`src/rtl/adder_tree_pipe.sv`:
```
// adder_tree_pipe: fully pipelined 2**LEVELS-lane adder tree with valid/ready flow control,
// per-stage bubble collapse and optional accumulation of tree sums across beats up to in_last.
module adder_tree_pipe #(
    parameter int  WIDTH      = 12,
    parameter int  LEVELS     = 3,
    parameter int  SIGNED     = 0,
    parameter int  ACCUMULATE = 0,
    parameter int  ACC_BITS   = 4,
    localparam int N          = 1 << LEVELS,
    localparam int OW         = WIDTH + LEVELS + ((ACCUMULATE != 0) ? ACC_BITS : 0)
) (
    input  logic              clk,
    input  logic              rst_n,
    input  logic              in_valid,
    output logic              in_ready,
    input  logic [N*WIDTH-1:0] in_data,
    input  logic              in_last,
    output logic              out_valid,
    input  logic              out_ready,
    output logic [OW-1:0]     out_data
);
    localparam int SW = WIDTH + LEVELS;

    logic [LEVELS:0] v_q;
    logic [LEVELS:0] l_q;
    logic [LEVELS:0] v_in;
    logic [LEVELS:0] l_in;
    logic [LEVELS:0] rdy;
    logic            rdy_out;
    logic [SW-1:0]   sum_w;

    assign v_in = {v_q[LEVELS-1:0], in_valid};
    assign l_in = {l_q[LEVELS-1:0], (ACCUMULATE != 0) & in_last};

    // A stage can load when it or any stage downstream of it has a hole; written flat
    // rather than as a recursive chain so each bit depends only on registers.
    for (genvar k = 0; k <= LEVELS; k++) begin : g_rdy
        assign rdy[k] = rdy_out | ~(&v_q[LEVELS:k]);
    end
    assign in_ready = rdy[0];

    always_ff @(posedge clk or negedge rst_n) begin
        if (!rst_n) begin
            v_q <= '0;
            l_q <= '0;
        end else begin
            for (int k = 0; k <= LEVELS; k++) begin
                if (rdy[k]) begin
                    v_q[k] <= v_in[k];
                    l_q[k] <= l_in[k];
                end
            end
        end
    end

    for (genvar k = 0; k <= LEVELS; k++) begin : g_stg
        localparam int NW = WIDTH + k;
        localparam int NN = N >> k;

        logic [NN*NW-1:0] data_q;
        logic [NN*NW-1:0] data_d;

        if (k == 0) begin : g_in
            assign data_d = in_data;
        end else begin : g_sum
            logic [2*NN*(NW-1)-1:0] prev;
            assign prev = g_stg[k-1].data_q;

            // Each operand is widened by one bit (sign or zero) so the pair sum cannot overflow.
            always_comb begin
                data_d = '0;
                for (int j = 0; j < NN; j++) begin
                    data_d[j*NW +: NW] =
                        {(SIGNED != 0) & prev[(2*j+1)*(NW-1)-1], prev[2*j*(NW-1) +: NW-1]} +
                        {(SIGNED != 0) & prev[(2*j+2)*(NW-1)-1], prev[(2*j+1)*(NW-1) +: NW-1]};
                end
            end
        end

        always_ff @(posedge clk or negedge rst_n) begin
            if (!rst_n) begin
                data_q <= '0;
            end else if (rdy[k] && v_in[k]) begin
                data_q <= data_d;
            end
        end
    end

    assign sum_w = g_stg[LEVELS].data_q;

    if (ACCUMULATE != 0) begin : g_acc
        logic [OW-1:0] acc_q, acc_d, sum_ext;
        logic          open_q, open_d;
        logic          ov_q, ov_d;
        logic          consume;

        // The tree output is held back while a finished result is still waiting.
        assign rdy_out = !ov_q | out_ready;
        assign consume = v_q[LEVELS] & rdy_out;
        assign sum_ext = {{(OW-SW){(SIGNED != 0) & sum_w[SW-1]}}, sum_w};

        always_comb begin
            acc_d  = acc_q;
            open_d = open_q;
            ov_d   = ov_q;
            if (consume) begin
                acc_d  = (open_q ? acc_q : '0) + sum_ext;
                open_d = !l_q[LEVELS];
                ov_d   = l_q[LEVELS];
            end else if (ov_q && out_ready) begin
                ov_d = 1'b0;
            end
        end

        always_ff @(posedge clk or negedge rst_n) begin
            if (!rst_n) begin
                acc_q  <= '0;
                open_q <= 1'b0;
                ov_q   <= 1'b0;
            end else begin
                acc_q  <= acc_d;
                open_q <= open_d;
                ov_q   <= ov_d;
            end
        end

        assign out_valid = ov_q;
        assign out_data  = acc_q;
    end else begin : g_dir
        logic unused_last;

        assign unused_last = l_q[LEVELS];
        assign rdy_out     = out_ready;
        assign out_valid   = v_q[LEVELS];
        assign out_data    = sum_w;
    end

endmodule

```
`config.mk`:
```
export PLATFORM = sky130hd
export DESIGN_NAME = adder_tree_pipe
export DESIGN_NICKNAME = d
export VERILOG_FILES = /design/src/rtl/adder_tree_pipe.sv
export SDC_FILE = /design/constraint.sdc
export NUM_CORES = 1
export LEC_CHECK = 0
export BUFFER_PORTS_ARGS = -buffer_cell sky130_fd_sc_hd__buf_2
export CAP_MARGIN = 20
export CORE_MARGIN = 2
export CORE_UTILIZATION = 54
export DETAILED_ROUTE_END_ITERATION = 16
export PLACE_DENSITY = 0.8
export SETUP_SLACK_MARGIN = 0.15
export SYNTH_ARGS = -nofsm -noshare
export SYNTH_HDL_FRONTEND = slang
export SYNTH_SLANG_ARGS = --single-unit
```
`constraint.sdc`:
```
create_clock -name clk -period 2.7 [get_ports clk]
set_input_delay 0.54 -clock clk [delete_from_list [all_inputs] [get_ports clk]]
set_output_delay 0.54 -clock clk [all_outputs]
set_load 0.01 [all_outputs]
```
=== Word level (Yosys, flattened, before mapping) ===
Index checks and enable logic that the tools add are counted.

* Reductions and logical operators: 7
* Bitwise logic cells: 8
* $add $sub $neg: 7

{| class="wikitable"
|+ Operators by type and width
! cell !! number
|-
| adder 12 x 12 -> 13 bit || 4
|-
| adder 13 x 13 -> 14 bit || 2
|-
| adder 14 x 14 -> 15 bit || 1
|-
| logical AND 1 bit || 4
|-
| inverter 1 bit || 4
|-
| OR 1 bit || 4
|-
| AND reduction 4 bit || 1
|-
| AND reduction 3 bit || 1
|-
| AND reduction 2 bit || 1
|}

* Register bits: 195
* Output and inout port bits: 17
* Word-level logic and storage cells: 30

=== Logic depth before layout (Yosys ltp) ===
Gate-level depths: netlist (run 1).

* Word-level depth: 4
* Gate-level depth with buffers: 9
* Gate-level depth less buffers: 9

=== Worst setup path before layout (run 1) ===
Ideal clock, no wire load.

* Kind: reg-to-reg
* From: register g_stg[0].data_q[48]
* To: register g_stg[1].data_q[38]
* Data arrival time: 2.426 ns
* Stages on the path, launching flop included: 9
* Library setup time: 0.133 ns
* Path buffers: 0
* Slack: 0.142 ns
* Cells stage by stage: dfrtp_1 -> ha_1 -> fa_1 -> a211oi_2 -> nor2_1 -> or3_1 -> a221o_1 -> a2111oi_2 -> nor3_1

* Cells in the longest elaborated chain, start to end: 1

{| class="wikitable"
|+ Ends and longest elaborated chain
! element !! line !! source
|-
| start, declared || 60 || <nowiki>logic [NN*NW-1:0] data_q;</nowiki>
|-
| start signal, assigned || 84 || <nowiki>data_q <= data_d;</nowiki>
|-
| adder 12 x 12 -> 13 bit || 74 || <nowiki>{(SIGNED != 0) & prev[(2*j+1)*(NW-1)-1], prev[2*j*(NW-1) +: NW-1]} +</nowiki>
|-
| end signal, assigned || 84 ||
|-
| end, declared || 60 ||
|}

Every way passes these cells.
A chain may end at the register's enable or synchronous reset.

=== Worst setup path after layout (run 1) ===
* From: register g_stg[0].data_q[60]
* To: register g_stg[1].data_q[38]

The elaborated chain is that of the path after synthesis.

==> results.cfg, run 1 <==
[yosys]
synth_cells = 997
postSynth.asyncResetShare = 1.00
netlist_top_cells_area = dfrtp_1 (46%), ha_1 (10%), mux2_2 (6.2%)
synth_common_cells = dfrtp_1 (195), nand2_1 (130), ha_1 (88)
synth.distinct_cells = 54
synth_most_common_cell = dfrtp_1
syn_nets = 1193
yosysTopAreaCell = dfrtp_1
synth-edff-count = 0
syn_avg_cell_area_um2 = 10.7
yosys.area.top_type_share = 0.458
seq_area_frac_synth = 0.458
synth_area_um2 = 10700
ys_warn_count = 0
synth-seq-cells = 195
synthFlopType = dfrtp_1

[clock_tree]
cts_buffers = 17
cts_max_path_buffers = 2
path_clk_slew_ns = 0.07
clock_latency_ns = 0.43
htreeDepth = 4
cts_tree = done
cts_root_buffer = clkbuf_16
cts.sinks = 195

[run]
maxCapViolCount = 0

[detailed_routing]
ant_nets = 0
firstDrtPassIters = 5
drcViolationCount = 0
drt_iter0_drc = 394
viasPerCell = 5.56
via_count = 7743
wl_per_cell_um = 15.1
routed_wl_um = 21100

[worst_setup_path]
crit_type = reg2reg
cp-start-kind = register
endpoint_kind = register
required_ns = 3.01
slowest_delay_ns = 0.41
path_cells = ha_4 > fa_2 > a211oi_2 > nor2_2 > or3_4 > a221o_1 > a2111oi_4 > nor3_1
cpMaxStageDelayCell = dfrtp_1
cp_max_fo = 3
cp_data_arrival_time_ns = 2.83

[layout]
seqCellArea_um2 = 4880
nFillCells = 1612
diodes = 0
design_area_um2 = 12200
fin_nets = 1313
drive_above_1_share = 0.200
syn_to_final_growth_pct = 14.5
multi_input_area_um2 = 5670

[placed_design]
gp_congestion = 0.872
placed_area_um2 = 11600
place_hpwl_um = 15500
portBuffers = 116

[die]
die_x_um = 144
dieArea_um2 = 20900
initial_core_util = 0.549
pin_count = 118
core_region_area_um2 = 19400
die_h_um = 144
row_count = 51

[timing]
fin_setup_tns_ns = 0
period_needed_ns = 2.52
rsz0062_at_grt = yes
slew_headroom = 0.598
tightestPinTransition_ns = 0.595
fmax_mhz = 397
final_hold_viol_count = 0
finalClockSkew_ns = 0.0128
slew_viol_final = 0
final-setup-viol-count = 0
fin_crit_sh = 0.933

[power]
leakagePower_nw = 5.61
ir_worst_vdd_v = 0.000566
pwr_density_cell_nw_per_um2 = 1060

[hold_path]
min_path_type = in2async

[grt]
grt_pass1_wl_um = 35400
grt_antenna_before_repair = 0
grt_max_degree = 59
grt_pass1_vias = 7485
track_usage = 0.212
grt_overflow = 0

[status]
outcome = finished clean
==> worst paths after layout <==
check / startpoint / end / slack [ns] / cells after the start
min in group clk: in_data[4] / g_stg[0].data_q[4] / 0.32 / 2
max in group asynchronous: rst_n / g_stg[0].data_q[58] / 1.88 / 2
worst min-delay path: rst_n / g_stg[0].data_q[10] / 0.06 / 1
worst max register to register: g_stg[0].data_q[60] / g_stg[1].data_q[38] / 0.18 / 8
worst max-delay path: g_stg[0].data_q[60] / g_stg[1].data_q[38] / 0.18 / 8
worst min register to register: out_data[3] / out_data[3] / 0.48 / 2
==> layout by cell type (no fill, tap or decap), drive strengths merged, types with 25 or more instances in the layout <==
cell,count
xnor2,34
o21ai,111
dfrtp,195
ha,88
nor2,33
buf,130
a21o,25
a21oi,44
mux2,99
xor2,27
nand2,130
==> what timing repair did <==
action / in CTS / in global routing
pin swaps: 3 / 8
setup endpoints to repair: 1 / 3
hold buffers: 0 / 0
resized for setup: 2 / 5
setup buffers: 2 / 1
==> report_power, final <==
group | internal (mW) | total, mW | switching (mW)
Clock | 1.30 | 2.33 | 1.03
Sequential | 3.83 | 4.45 | 0.618
Combinational | 2.79 | 6.16 | 3.36
Total | 7.92 | 12.9 | 5.02
==> flip-flops by register name, indices dropped and copies added (netlist names) <==
signal        cells
g_stg.data_q    176
out_data         15
v_q               4
==> cell families after synthesis <==
kind of cell	after synthesis	synth area share
AOI/OAI and AO/OA	268	0.156
xor gates and xnor gates	61	0.0501
adders and majority gates	95	0.116
buffers and inverters	41	0.0150
DFF	195	0.458
muxes	102	0.107
and+or+nand+nor	235	0.0975
==> layout make-up <==
cell class | count | share of cell area
repair buffers | 131 | 0.0616
clock buffers | 23 | 0.0384
well taps | 265 | 0.0272
flip-flops and latches | 195 | 0.400
multi-input cells | 761 | 0.465
inverters | 11 | 0.00338
clock inverters | 6 | 0.00472
==> stage by stage <==
stage	hold slack (ns)	setup WS [ns]	std cells	utilization	total power [mW]
finish	0.0613	0.181	1392	0.629	12.9
detailed placement	0.467	0.0880	1360	0.599	10.5
floorplan	0.244	0.203	997	-	9.05
global placement	0.458	0.108	1360	0.599	10.3
CTS	0.0686	0.166	1391	0.627	12.9
global route	0.0797	0.0943	1392	0.629	14.0
==> worst max-delay path: cells and delay by family, from the launching register on <==
family          cells  cell delay, ns
fa+ha+maj           2            0.52
simple gates        3            0.50
compound gates      3            0.96
flops               1            0.41
==> routing by layer <==
metal | part of all wire | vias up | wire [um] | GRT usage
met5 | 0 | - | 0 | 0
met4 | 0.015 | 0 | 311 | 0.0669
met3 | 0.034 | 25 | 724 | 0.0278
met2 | 0.48 | 159 | 10000 | 0.339
met1 | 0.48 | 3720 | 10000 | 0.301
li1 | - | 3839 | - | -
No activity file was read; power rests on OpenSTA's default activity.
==> inputs of run 2 (changes only) <==
==> constraint.sdc (replaced) <==
create_clock -name clk -period 2.7 [get_ports clk]
set_input_delay 0.135 -clock clk [delete_from_list [all_inputs] [get_ports clk]]
set_output_delay 0.135 -clock clk [all_outputs]
set_load 0.01 [all_outputs]
==> results.cfg, run 2 (synthesized netlist as in run 1, its figures left out) <==
[die]
dieArea_um2 = 20900
die_h_um = 144
initial_core_util = 0.549
core_region_area_um2 = 19400
row_count = 51
die_x_um = 144
pin_count = 118

[layout]
largest_reg_flops = 176
nFillCells = 1451
diodes = 0
syn_to_final_growth_pct = 25.1
drive_above_1_share = 0.189
fin_nets = 1409
layout_common_cells = dfrtp_1 (195), nand2_1 (128), buf_2 (115), dlygate4sd3_1 (98), ha_1 (87)
final_common_cell = dfrtp_1
postLayoutCoreUtil = 0.688
stdcell_count = 1491
top_register = g_stg.data_q
design_area_um2 = 13300

[worst_setup_path]
r2r_slack_ns = 0.20
crit_type = reg2reg
endpoint_kind = register
cp-start-kind = register
cp_max_fo = 3
required_ns = 3.02
cp_data_arrival_time_ns = 2.82

[placed_design]
placed_area_um2 = 11600
gp_congestion = 0.877
place_hpwl_um = 15900
dp.cells = 1356
portBuffers = 116

[detailed_routing]
drcViolationCount = 0
drt_iter0_drc = 466
routed_wl_um = 24200
highest_layer = met4
ant_nets = 0
wl_met3_um = 867
wl_met1_um = 10700
via_count = 8216
wl_per_cell_um = 16.2
firstDrtPassIters = 5
viasPerCell = 5.51
wl_met2_um = 12000

[clock_tree]
cts.sinks = 195
htreeDepth = 4
path_clk_slew_ns = 0.07
cts_buffers = 17
cts_root_buffer = clkbuf_16
clock_latency_ns = 0.45
cts_max_path_buffers = 2
cts_tree = done

[timing]
fin_setup_tns_ns = 0
fmax_mhz = 400
rsz0062_at_grt = yes
final-setup-viol-count = 0
fin_crit_sh = 0.925
slew_headroom = 0.435
finalClockSkew_ns = 0.00810
slew_viol_final = 0
tightestPinTransition_ns = 0.846
final_hold_viol_count = 0
period_needed_ns = 2.50

[grt]
grt_pass1_wl_um = 40200
grt_max_degree = 97
track_usage = 0.245
grt_antenna_before_repair = 0
grt_overflow = 0
grt_pass1_vias = 8416

[status]
outcome = finished clean

[run]
maxCapViolCount = 0

[power]
pwr_density_cell_nw_per_um2 = 1030
finalPower_mw = 13.7
leakagePower_nw = 6.09
ir_worst_vdd_v = 0.000610

[hold_path]
min_path_type = in2reg
[run 2: changes by cell type in the layout (fill, tap and decap cells not counted), sizes merged]
cell / previous run / this run
buf: 130 / 128
bufinv: 1 / 6
dlygate4sd3: 0 / 98
clkbuf: 24 / 20
clkinvlp: 1 / 2
clkinv: 4 / 3
inv: 11 / 13
[run 2: metal layers]
metal  global-route usage  up-vias
met2                0.415      200
met1                0.319     3917
met5                    0        -
met4               0.0904        0
met3               0.0397       47
li1                     -     4052
[run 2: metrics by stage]
step,setup WS (ns),hold WS [ns]
after floorplan,0.203,-0.161
after global placement,0.120,0.205
after detailed placement,0.0826,0.199
after CTS,0.163,0.0166
after global routing,0.128,0.0405
final,0.203,0.0268
[run 2: final timing paths]
check	startpoint	end	cells past startpoint
worst max-delay path	g_stg[0].data_q[60]	g_stg[1].data_q[38]	8
min in group asynchronous	rst_n	g_stg[0].data_q[21]	2
worst max register to register	g_stg[0].data_q[60]	g_stg[1].data_q[38]	8
worst min-delay path	out_ready	v_q[3]	3
worst min register to register	out_data[5]	out_data[5]	2
max in group asynchronous	rst_n	g_stg[0].data_q[81]	3
[run 2: final cells by class]
class,instances,area [um^2],area share
inverters,11,41.3,0.00310
repair buffers,227,1730,0.130
multi-input cells,761,5670,0.425
flip-flops and latches,195,4880,0.366
clock buffers,19,453,0.0340
well taps,265,332,0.0249
clock inverters,13,228,0.0171
[run 2: report_power, final]
group | internal [mW] | switching (mW) | total, mW
Clock | 1.79 | 1.13 | 2.91
Sequential | 3.83 | 0.633 | 4.46
Combinational | 2.90 | 3.46 | 6.35
Total | 8.52 | 5.21 | 13.7
[run 2: what timing repair did]
action / CTS / global route
hold buffers: 98 / 0
gates resized for setup: 2 / 6
pin swaps: 6 / 5
setup endpoints to repair: 1 / 3
buffers inserted: 3 / 2
hold endpoints to repair: 173 / 0
[run 2: worst max-delay path, stage by stage, from the launching register on]
cell	delay (ns)
dfrtp_1	0.40
ha_2	0.20
fa_2	0.35
a211oi_2	0.26
nor2_2	0.08
or3_4	0.34
a221o_1	0.36
a2111oi_4	0.30
nor3_1	0.08
==> inputs of run 3 (changes only) <==
--- a/config.mk
+++ b/config.mk
@@ -7,7 +7,7 @@
 export LEC_CHECK = 0
 export BUFFER_PORTS_ARGS = -buffer_cell sky130_fd_sc_hd__buf_2
 export CAP_MARGIN = 20
-export CORE_MARGIN = 2
+export CORE_MARGIN = 4
 export CORE_UTILIZATION = 54
 export DETAILED_ROUTE_END_ITERATION = 16
 export PLACE_DENSITY = 0.8
==> results.cfg, run 3 (synthesized netlist as in run 1, its figures left out) <==
[status]
outcome = finished clean

[clock_tree]
htreeDepth = 4
cts_tree = done
clock_latency_ns = 0.43
path_clk_slew_ns = 0.07
cts_buffers = 17
cts_max_path_buffers = 2
cts_root_buffer = clkbuf_16
cts.sinks = 195

[layout]
top_register = g_stg.data_q
drive_above_1_share = 0.187
syn_to_final_growth_pct = 24.5
final_common_cell = dfrtp_1
stdcell_count = 1493
fin_nets = 1410
postLayoutCoreUtil = 0.682
layout_common_cells = dfrtp_1 (195), nand2_1 (128), buf_2 (115), dlygate4sd3_1 (98), ha_1 (87)
largest_reg_flops = 176

[placed_design]
portBuffers = 116
place_hpwl_um = 16100
gp_congestion = 0.864
dp.cells = 1357

[power]
ir_worst_vdd_v = 0.000574
leakagePower_nw = 6.06
pwr_density_cell_nw_per_um2 = 1020

[timing]
final-setup-viol-count = 0
fin_setup_tns_ns = 0
rsz0062_at_grt = yes
fin_crit_sh = 0.914
finalClockSkew_ns = 0.0109
hold_ws_ns = 0.0331
slew_viol_final = 0
tightestPinTransition_ns = 0.828
slew_headroom = 0.446
period_needed_ns = 2.47
final_hold_viol_count = 0
fmax_mhz = 405

[detailed_routing]
via_count = 8233
wl_per_cell_um = 16.2
ant_nets = 0
firstDrtPassIters = 5
drt_iter0_drc = 418
routed_wl_um = 24200
viasPerCell = 5.51
drcViolationCount = 0

[worst_setup_path]
path_cells = ha_2 > fa_2 > a211oi_2 > nor2_2 > or3_4 > a221o_1 > a2111oi_2 > nor3_1
timing.rr.start = g_stg[0].data_q[60]
timing.critical_path.from = g_stg[0].data_q[60]
cp-start-kind = register
slowest_delay_ns = 0.38
cp_data_arrival_time_ns = 2.78
cpMaxStageDelayCell = dfrtp_1
cp_max_fo = 3
crit_type = reg2reg
required_ns = 3.01
endpoint_kind = register

[die]
initial_core_util = 0.548
dieArea_um2 = 22100
row_count = 51
core_region_area_um2 = 19500
pin_count = 118
die_h_um = 148
die_x_um = 148

[run]
maxCapViolCount = 0

[hold_path]
min_from = out_ready
min_path_type = in2reg

[grt]
grt_pass1_wl_um = 41000
grt_pass1_vias = 8653
grt_max_degree = 74
grt_overflow = 0
grt_antenna_before_repair = 0
track_usage = 0.230
-- run 3: cell types whose count changed in the layout (fill, tap and decap cells not counted), sizes merged --
| cell | delta |
|---|---|
| buf | +1 |
| bufinv | -2 |
| clkbuf | +2 |
| clkinvlp | +1 |
| diode | +1 |
| inv | -1 |
-- run 3: cell type report --
type / count / area, um^2
Fill cell: 1394 / 6190
Multi-Input combinational cell: 761 / 5650
Sequential cell: 195 / 4880
Timing Repair Buffer: 228 / 1730
Clock buffer: 21 / 470
Tap cell: 265 / 332
Clock inverter: 11 / 174
Inverter: 11 / 41.3
Antenna cell: 1 / 2.50
-- run 3: final timing paths --
check	slack (ns)	cells after the start	to
setup / recovery	0.23	8	g_stg[1].data_q[38]
hold / removal	0.03	3	v_q[3]
setup reg to reg	0.23	8	g_stg[1].data_q[38]
hold reg to reg	0.47	2	out_data[10]
max in group asynchronous	1.55	3	g_stg[1].data_q[31]
min in group asynchronous	0.27	2	g_stg[0].data_q[81]
-- run 3: layer usage --
metal	global-route usage	part of all wire	up-vias
met5	0	0	-
met4	0.0827	0.029	0
met3	0.0433	0.033	56
met2	0.396	0.50	163
met1	0.290	0.44	3959
li1	-	-	4055
-- run 3: through the flow --
| step | total power, mW | setup WS, ns | area (um^2) |
|---|---|---|---|
| 2_1_floorplan | 9.05 | 0.203 | 10700 |
| 3_3_place_gp | 10.3 | 0.104 | 11600 |
| 3_5_place_dp | 10.6 | 0.0752 | 11600 |
| 4_1_cts | 13.5 | 0.178 | 13200 |
| 5_1_grt | 14.6 | 0.0804 | 13300 |
| 6_report | 13.6 | 0.232 | 13300 |
-- run 3: worst max-delay path: cells and delay by family (launching register included) --
family	cells	cell delay, ns
compound gates	3	0.92
fa+ha+maj	2	0.56
simple gates	3	0.49
flops	1	0.38
-- run 3: what timing repair did --
item,CTS,global route
endpoints found under the setup margin,1,3
hold buffers,98,0
setup buffers,2,3
pin swaps,4,7
endpoints found under the hold margin,167,0
resized for setup,1,4
-- run 3: power breakdown --
group | switching (mW) | internal [mW] | total (mW) | leakage, nW
sequential | 0.630 | 3.83 | 4.46 | 2.32
clock | 1.11 | 1.63 | 2.74 | 0.306
combinational | 3.46 | 2.89 | 6.35 | 3.44
